File: config.mk
export PLATFORM = sky130hd
export DESIGN_NAME = stage3_execute
export DESIGN_NICKNAME = d
export VERILOG_FILES = /design/src/rtl/rv_pkg.sv /design/src/rtl/muldiv_iter.sv /design/src/rtl/stage3_execute.sv
export SDC_FILE = /design/constraint.sdc
export NUM_CORES = 2
export LEC_CHECK = 0
export ABC_CLOCK_PERIOD_IN_PS = 19300
export BUFFER_PORTS_ARGS = -buffer_cell sky130_fd_sc_hd__buf_4
export CAP_MARGIN = 30
export CORE_UTILIZATION = 35
export CTS_CLUSTER_DIAMETER = 100
export DETAILED_ROUTE_END_ITERATION = 8
export GPL_TIMING_DRIVEN = 0
export PLACE_DENSITY = 0.48
export SLEW_MARGIN = 20
export SYNTH_ARGS = -nofsm -noshare
export SYNTH_HDL_FRONTEND = slang
export SYNTH_SLANG_ARGS = --single-unit
File: constraint.sdc
create_clock -name clk -period 19.3 [get_ports clk]
set_input_delay 1.93 -clock clk [delete_from_list [all_inputs] [get_ports clk]]
set_output_delay 1.93 -clock clk [all_outputs]
set_load 0.01 [all_outputs]
File: src/rtl/rv_pkg.sv
// Shared encodings for the execute stage: ALU and RV32M opcodes plus the
// iterative M-unit state machine.
package rv_pkg;

  localparam int DATA_W = 32;

  typedef enum logic [3:0] {
    ALU_ADD  = 4'd0,
    ALU_SUB  = 4'd1,
    ALU_SLL  = 4'd2,
    ALU_SLT  = 4'd3,
    ALU_SLTU = 4'd4,
    ALU_XOR  = 4'd5,
    ALU_SRL  = 4'd6,
    ALU_SRA  = 4'd7,
    ALU_OR   = 4'd8,
    ALU_AND  = 4'd9
  } alu_op_e;

  typedef enum logic [2:0] {
    MD_MUL    = 3'd0,
    MD_MULH   = 3'd1,
    MD_MULHSU = 3'd2,
    MD_MULHU  = 3'd3,
    MD_DIV    = 3'd4,
    MD_DIVU   = 3'd5,
    MD_REM    = 3'd6,
    MD_REMU   = 3'd7
  } md_op_e;

  typedef enum logic [1:0] {
    S_IDLE = 2'd0,
    S_MUL  = 2'd1,
    S_DIV  = 2'd2,
    S_DONE = 2'd3
  } md_state_e;

endpackage

File: src/rtl/muldiv_iter.sv
// Iterative RV32M unit: shift-add multiply / restoring divide on magnitudes,
// one bit per cycle, with sign fix-up and corner cases applied in DONE.
module muldiv_iter
  import rv_pkg::*;
(
  input  logic              clk,
  input  logic              rst,
  input  logic              hold,
  input  logic              start,
  input  logic [2:0]        op,
  input  logic [DATA_W-1:0] a,
  input  logic [DATA_W-1:0] b,
  output logic              busy,
  output logic              done,
  output logic [DATA_W-1:0] result
);

  md_state_e         state_q, state_d;
  logic [4:0]        cnt_q;
  logic [2:0]        op_q;
  logic [DATA_W-1:0] hi_q, lo_q, opb_q, a_q, result_q;
  logic              neg_lo_q, neg_rem_q, bzero_q, done_q;

  logic              a_neg, b_neg;
  logic [DATA_W-1:0] a_mag, b_mag;
  logic [DATA_W:0]   mul_sum, div_rem, div_diff;
  logic [63:0]       prod, prod_s;
  logic [DATA_W-1:0] quo, rem, final_res;

  // Operand signedness depends on the op; the core loops only see magnitudes.
  always_comb begin
    a_neg = 1'b0;
    b_neg = 1'b0;
    case (md_op_e'(op))
      MD_MULH, MD_DIV, MD_REM: begin
        a_neg = a[DATA_W-1];
        b_neg = b[DATA_W-1];
      end
      MD_MULHSU: a_neg = a[DATA_W-1];
      default: ;
    endcase
  end

  assign a_mag    = a_neg ? -a : a;
  assign b_mag    = b_neg ? -b : b;
  assign mul_sum  = {1'b0, hi_q} + (lo_q[0] ? {1'b0, opb_q} : '0);
  assign div_rem  = {hi_q, lo_q[DATA_W-1]};
  assign div_diff = div_rem - {1'b0, opb_q};

  // Divide-by-zero is forced explicitly; overflow falls out of the magnitude path.
  always_comb begin
    prod      = {hi_q, lo_q};
    prod_s    = neg_lo_q ? -prod : prod;
    quo       = bzero_q ? '1 : (neg_lo_q ? -lo_q : lo_q);
    rem       = bzero_q ? a_q : (neg_rem_q ? -hi_q : hi_q);
    final_res = '0;
    case (md_op_e'(op_q))
      MD_MUL:                       final_res = prod_s[31:0];
      MD_MULH, MD_MULHSU, MD_MULHU: final_res = prod_s[63:32];
      MD_DIV, MD_DIVU:              final_res = quo;
      default:                      final_res = rem;
    endcase
  end

  always_comb begin
    state_d = state_q;
    case (state_q)
      S_IDLE:       if (start && !done_q) state_d = op[2] ? S_DIV : S_MUL;
      S_MUL, S_DIV: if (cnt_q == 5'd31) state_d = S_DONE;
      default:      state_d = S_IDLE;
    endcase
  end

  always_ff @(posedge clk or posedge rst) begin
    if (rst)
      state_q <= S_IDLE;
    else if (!hold)
      state_q <= state_d;
  end

  always_ff @(posedge clk or posedge rst) begin
    if (rst) begin
      cnt_q     <= '0;
      op_q      <= '0;
      hi_q      <= '0;
      lo_q      <= '0;
      opb_q     <= '0;
      a_q       <= '0;
      result_q  <= '0;
      neg_lo_q  <= 1'b0;
      neg_rem_q <= 1'b0;
      bzero_q   <= 1'b0;
      done_q    <= 1'b0;
    end else if (!hold) begin
      done_q <= 1'b0;
      case (state_q)
        S_IDLE: if (start && !done_q) begin
          op_q      <= op;
          cnt_q     <= '0;
          hi_q      <= '0;
          lo_q      <= a_mag;
          opb_q     <= b_mag;
          a_q       <= a;
          neg_lo_q  <= a_neg ^ b_neg;
          neg_rem_q <= a_neg;
          bzero_q   <= (b == '0);
        end
        S_MUL: begin
          {hi_q, lo_q} <= {mul_sum, lo_q[DATA_W-1:1]};
          cnt_q        <= cnt_q + 5'd1;
        end
        S_DIV: begin
          if (!div_diff[DATA_W]) begin
            hi_q <= div_diff[DATA_W-1:0];
            lo_q <= {lo_q[DATA_W-2:0], 1'b1};
          end else begin
            hi_q <= div_rem[DATA_W-1:0];
            lo_q <= {lo_q[DATA_W-2:0], 1'b0};
          end
          cnt_q <= cnt_q + 5'd1;
        end
        default: begin
          result_q <= final_res;
          done_q   <= 1'b1;
        end
      endcase
    end
  end

  assign busy   = (state_q != S_IDLE) || done_q;
  assign done   = done_q;
  assign result = result_q;

endmodule

File: src/rtl/stage3_execute.sv
// Execute stage: single-cycle ALU plus optional iterative RV32M unit, feeding
// registered results and control to the memory stage.
module stage3_execute
  import rv_pkg::*;
#(
  parameter int MULDIV_EN = 1
) (
  input  logic        clk,
  input  logic        rst,
  input  logic        stall,
  input  logic        valid_in,
  input  logic [31:0] rs1_val,
  input  logic [31:0] rs2_val,
  input  logic [31:0] imm,
  input  logic        use_imm,
  input  logic [3:0]  alu_op,
  input  logic        is_muldiv,
  input  logic [2:0]  muldiv_op,
  input  logic [4:0]  rd_idx,
  input  logic        mem_read_enable,
  input  logic        mem_write_enable,
  input  logic        reg_write_enable,
  output logic [31:0] alu_res,
  output logic [31:0] rs2_val_out,
  output logic [4:0]  rd_idx_out,
  output logic        mem_read_enable_out,
  output logic        mem_write_enable_out,
  output logic        reg_write_enable_out,
  output logic        busy
);

  function automatic logic [DATA_W-1:0] alu_calc(input logic [3:0] op,
                                                 input logic [DATA_W-1:0] a,
                                                 input logic [DATA_W-1:0] b);
    logic signed [DATA_W-1:0] sa, sb;
    sa = a;
    sb = b;
    case (alu_op_e'(op))
      ALU_ADD:  return a + b;
      ALU_SUB:  return a - b;
      ALU_SLL:  return a << b[4:0];
      ALU_SLT:  return {31'd0, sa < sb};
      ALU_SLTU: return {31'd0, a < b};
      ALU_XOR:  return a ^ b;
      ALU_SRL:  return a >> b[4:0];
      ALU_SRA:  return sa >>> b[4:0];
      ALU_OR:   return a | b;
      ALU_AND:  return a & b;
      default:  return '0;
    endcase
  endfunction

  logic [DATA_W-1:0] op_b;
  logic              accept, md_start, md_busy, md_done;
  logic [DATA_W-1:0] md_result;
  logic [4:0]        rd_p0;
  logic              mr_p0, mw_p0, rw_p0;
  logic [DATA_W-1:0] rs2_p0;

  assign op_b     = use_imm ? imm : rs2_val;
  assign accept   = valid_in && !md_busy && !stall;
  assign md_start = accept && is_muldiv && (MULDIV_EN != 0);
  assign busy     = md_busy;

  generate
    if (MULDIV_EN != 0) begin : g_md
      muldiv_iter u_md (
        .clk    (clk),
        .rst    (rst),
        .hold   (stall),
        .start  (md_start),
        .op     (muldiv_op),
        .a      (rs1_val),
        .b      (rs2_val),
        .busy   (md_busy),
        .done   (md_done),
        .result (md_result)
      );
    end else begin : g_no_md
      assign md_busy   = 1'b0;
      assign md_done   = 1'b0;
      assign md_result = '0;
    end
  endgenerate

  // Stage p0: side-band held for the M result while the unit iterates
  always_ff @(posedge clk or posedge rst) begin
    if (rst) begin
      rd_p0  <= '0;
      mr_p0  <= 1'b0;
      mw_p0  <= 1'b0;
      rw_p0  <= 1'b0;
      rs2_p0 <= '0;
    end else if (md_start) begin
      rd_p0  <= rd_idx;
      mr_p0  <= mem_read_enable;
      mw_p0  <= mem_write_enable;
      rw_p0  <= reg_write_enable;
      rs2_p0 <= rs2_val;
    end
  end

  // Stage p1: output registers to memory stage; bubble unless something completes
  always_ff @(posedge clk or posedge rst) begin
    if (rst) begin
      alu_res              <= '0;
      rs2_val_out          <= '0;
      rd_idx_out           <= '0;
      mem_read_enable_out  <= 1'b0;
      mem_write_enable_out <= 1'b0;
      reg_write_enable_out <= 1'b0;
    end else if (!stall) begin
      alu_res              <= '0;
      rs2_val_out          <= '0;
      rd_idx_out           <= '0;
      mem_read_enable_out  <= 1'b0;
      mem_write_enable_out <= 1'b0;
      reg_write_enable_out <= 1'b0;
      if (md_done) begin
        alu_res              <= md_result;
        rs2_val_out          <= rs2_p0;
        rd_idx_out           <= rd_p0;
        mem_read_enable_out  <= mr_p0;
        mem_write_enable_out <= mw_p0;
        reg_write_enable_out <= rw_p0;
      end else if (accept && !md_start) begin
        alu_res              <= is_muldiv ? '0 : alu_calc(alu_op, rs1_val, op_b);
        rs2_val_out          <= rs2_val;
        rd_idx_out           <= rd_idx;
        mem_read_enable_out  <= mem_read_enable;
        mem_write_enable_out <= mem_write_enable;
        reg_write_enable_out <= reg_write_enable;
      end
    end
  end

endmodule
==> flow_summary.json <==
{
  "clock.fmax_mhz": 95.6,
  "layout-drive-gt1-share": 0.0900,
  "min_path_type": "flop to flop",
  "synth_cell_types": 82,
  "routed_wl_um": 159000,
  "grt_antenna_before_repair": 6,
  "finalSetupViolations": 0,
  "cts_buffer_depth": 3,
  "maxCapViolCount": 0,
  "fin_crit_sh": 0.542,
  "dp_hpwl_um": 127000,
  "crit_arrival_ns": 10.96,
  "outcome": "complete, no violations",
  "ys.flop_type": "dfrtp_1",
  "track_usage": 0.370,
  "ant_nets": 0,
  "wire_per_inst_um": 31.1,
  "post_cts_buffers": 0,
  "synth_edf_count": 0,
  "netlist_instances": 3764,
  "htreeDepth": 2,
  "num_rows": 105,
  "mostFrequentLayoutCells": "nand2_1, o21ai_0, nor2_1",
  "path_class": "input pin to flop",
  "core-area_um2": 81800,
  "pin_count": 190,
  "slew_viol_final": 0,
  "setup_tns_ns": 0,
  "avgViaCountPerCell": 6.26,
  "layout_commonest_cell": "nand2_1",
  "hold_viol_final": 0,
  "drt_first_pass_iters": 6,
  "vdd_drop_max_mv": 0.0766,
  "critPathMaxFanout": 11,
  "leakage_nw": 14.4,
  "drc": 0,
  "required_ns": 19.81,
  "synth-seq-cells": 286,
  "avgSynthCellArea_um2": 7.68,
  "cts_tree": "done",
  "grt_pass1_wl_um": 224000,
  "synth-async-reset-ratio": 1.00,
  "grt_overflow_total": 0,
  "ctsHoldBuffers": 0,
  "ys_warn_count": 0,
  "slew_headroom": 0.238,
  "p_total_mw": 4.68,
  "rsz0062_at_grt": "false",
  "cp-start-kind": "input pin",
  "io_buffers": 181,
  "die_w_um": 289,
  "grt_max_degree": 92,
  "min_period_ns": 10.46,
  "nets": 4297,
  "synth_nets": 4060,
  "worst-slew-pin-transition_ns": 1.11,
  "root_buffer": "clkbuf_16",
  "cts_buffers": 41,
  "drt_iter0_markers": 3745,
  "grt_pass1_vias": 30200,
  "area_delta_synth_final_pct": 15.0,
  "chipHeight_um": 289,
  "reg2reg_depth": 14,
  "insertion_delay_ns": 0.61,
  "clock-sinks": 286,
  "initial_core_util": 0.353,
  "cts_resized": 0,
  "power_density_nw_per_um2": 141,
  "clk_pin_slew_worst_paths_ns": 0.06,
  "ys_seq_area_frac": 0.248,
  "dieArea_um2": 83700,
  "synth_area_um2": 28900,
  "holdPathStages": 2,
  "vias": 32000,
  "routabilityCongestion": 1.04,
  "fin_skew_ns": 0.0319,
  "end_kind": "flop"
}
==> logic make-up (layout without fill, tap and decap cells) <==
family / count (synthesis) / in the layout / share of synthesized area
other cells: 0 / 2 / 0
fa+ha+maj: 179 / 179 / 0.0786
simple gates: 1134 / 1134 / 0.174
buf+inv: 480 / 749 / 0.0640
mux: 216 / 216 / 0.0887
compound gates: 1255 / 1255 / 0.282
xor+xnor: 214 / 214 / 0.0649
flops: 286 / 286 / 0.248
==> area by class of cell <==
cell class                      count  area, µm²
Inverter                          183        694
Tap cell                         1070       1340
Buffer                            297       1160
Antenna cell                        2       5.00
Sequential cell                   286       7160
Multi-Input combinational cell   2998      19900
Clock inverter                     20        269
Fill cell                        8733      48600
Clock buffer                       55       1170
Timing Repair Buffer              194       1520
==> registers in the layout, summed over array words and instances (netlist names), 2 cells and up <==
| register | flops |
|---|---|
| rs2_p0 | 32 |
| g_md.u_md.op_q | 3 |
| g_md.u_md.hi_q | 32 |
| g_md.u_md.result | 32 |
| g_md.u_md.opb_q | 32 |
| rs2_val_out | 32 |
| alu_res | 32 |
| rd_p0 | 5 |
| g_md.u_md.a_q | 32 |
| g_md.u_md.lo_q | 32 |
| rd_idx_out | 5 |
| g_md.u_md.state_q | 2 |
| g_md.u_md.cnt_q | 5 |
==> metrics by stage <==
step	std cells	instance area, µm²	setup WS, ns	utilization	hold slack [ns]
3_3_place_gp	5015	31600	5.01	0.386	0.463
4_1_cts	5100	33200	9.31	0.406	0.478
6_report	5105	33200	8.84	0.406	0.477
5_1_grt	5105	33200	9.03	0.406	0.494
2_1_floorplan	3764	28900	9.48	-	0.444
3_5_place_dp	5025	31800	8.68	0.388	0.463
==> worst max-delay path, cell delays in order <==
cell,delay [ns]
clkbuf_1,0.29
clkbuf_1,0.69
mux2i_1,0.74
buf_1,0.56
clkbuf_1,0.70
clkbuf_1,0.69
clkbuf_1,0.74
ha_1,0.23
clkbuf_1,0.33
inv_1,0.08
a21oi_1,0.45
o21ai_0,0.32
o31ai_1,0.97
o21ai_0,0.43
o31ai_1,0.95
o211ai_1,0.27
o31a_1,0.30
a221oi_1,0.26
==> cells in the mapped netlist (14+ instances only) <==
| library cell | n | area share |
|---|---|---|
| nand2_1 | 508 | 0.066 |
| o21ai_0 | 383 | 0.066 |
| nor2_1 | 290 | 0.038 |
| dfrtp_1 | 286 | 0.25 |
| clkbuf_1 | 260 | 0.034 |
| a21oi_1 | 250 | 0.043 |
| inv_1 | 181 | 0.024 |
| ha_1 | 175 | 0.076 |
| mux2i_1 | 165 | 0.057 |
| xnor2_1 | 141 | 0.043 |
| a22oi_1 | 80 | 0.021 |
| a221oi_1 | 76 | 0.023 |
| xor2_1 | 73 | 0.022 |
| nor3_1 | 71 | 0.012 |
| o31ai_1 | 70 | 0.018 |
| nand3_1 | 57 | 0.0099 |
| o211ai_1 | 45 | 0.012 |
| a21o_1 | 42 | 0.011 |
| a31oi_1 | 34 | 0.0074 |
| mux4_2 | 30 | 0.023 |
| nor2b_1 | 29 | 0.0063 |
| nand2b_1 | 28 | 0.0061 |
| a211oi_1 | 27 | 0.0070 |
| o21a_1 | 26 | 0.0068 |
| and3_1 | 23 | 0.0050 |
| o21bai_1 | 23 | 0.0060 |
| o22ai_1 | 23 | 0.0050 |
| nor4_1 | 22 | 0.0048 |
| mux2_2 | 21 | 0.0082 |
| buf_1 | 20 | 0.0026 |
| o221ai_1 | 20 | 0.0061 |
| and2_1 | 18 | 0.0039 |
| nand4_1 | 18 | 0.0039 |
| or3_1 | 18 | 0.0039 |
| a221o_1 | 15 | 0.0052 |
| o21ai_1 | 14 | 0.0024 |
==> where the power goes <==
part | total (mW) | internal, mW | switching [mW]
Sequential | 1.05 | 0.818 | 0.231
Combinational | 2.81 | 0.964 | 1.85
Clock | 0.824 | 0.486 | 0.338
==> layer usage <==
layer / up-vias / global-route usage / wire, µm
met5: - / 0 / 34
met4: 6 / 0.187 / 8910
met3: 356 / 0.0615 / 13000
met2: 1709 / 0.559 / 68200
met1: 15800 / 0.507 / 68600
li1: 14100 / - / -
==> final timing paths <==
check	startpoint	to	slack (ns)
hold / removal	g_md.u_md.opb_q[17]	g_md.u_md.opb_q[17]	0.48
setup / recovery	use_imm	alu_res[29]	8.84
max in group asynchronous	rst	g_md.u_md.lo_q[24]	16.71
setup reg to reg	g_md.u_md.lo_q[31]	g_md.u_md.hi_q[27]	14.33
min in group asynchronous	rst	rs2_val_out[17]	1.29
hold reg to reg	g_md.u_md.opb_q[17]	g_md.u_md.opb_q[17]	0.48
(Power assumes the default switching activity.)
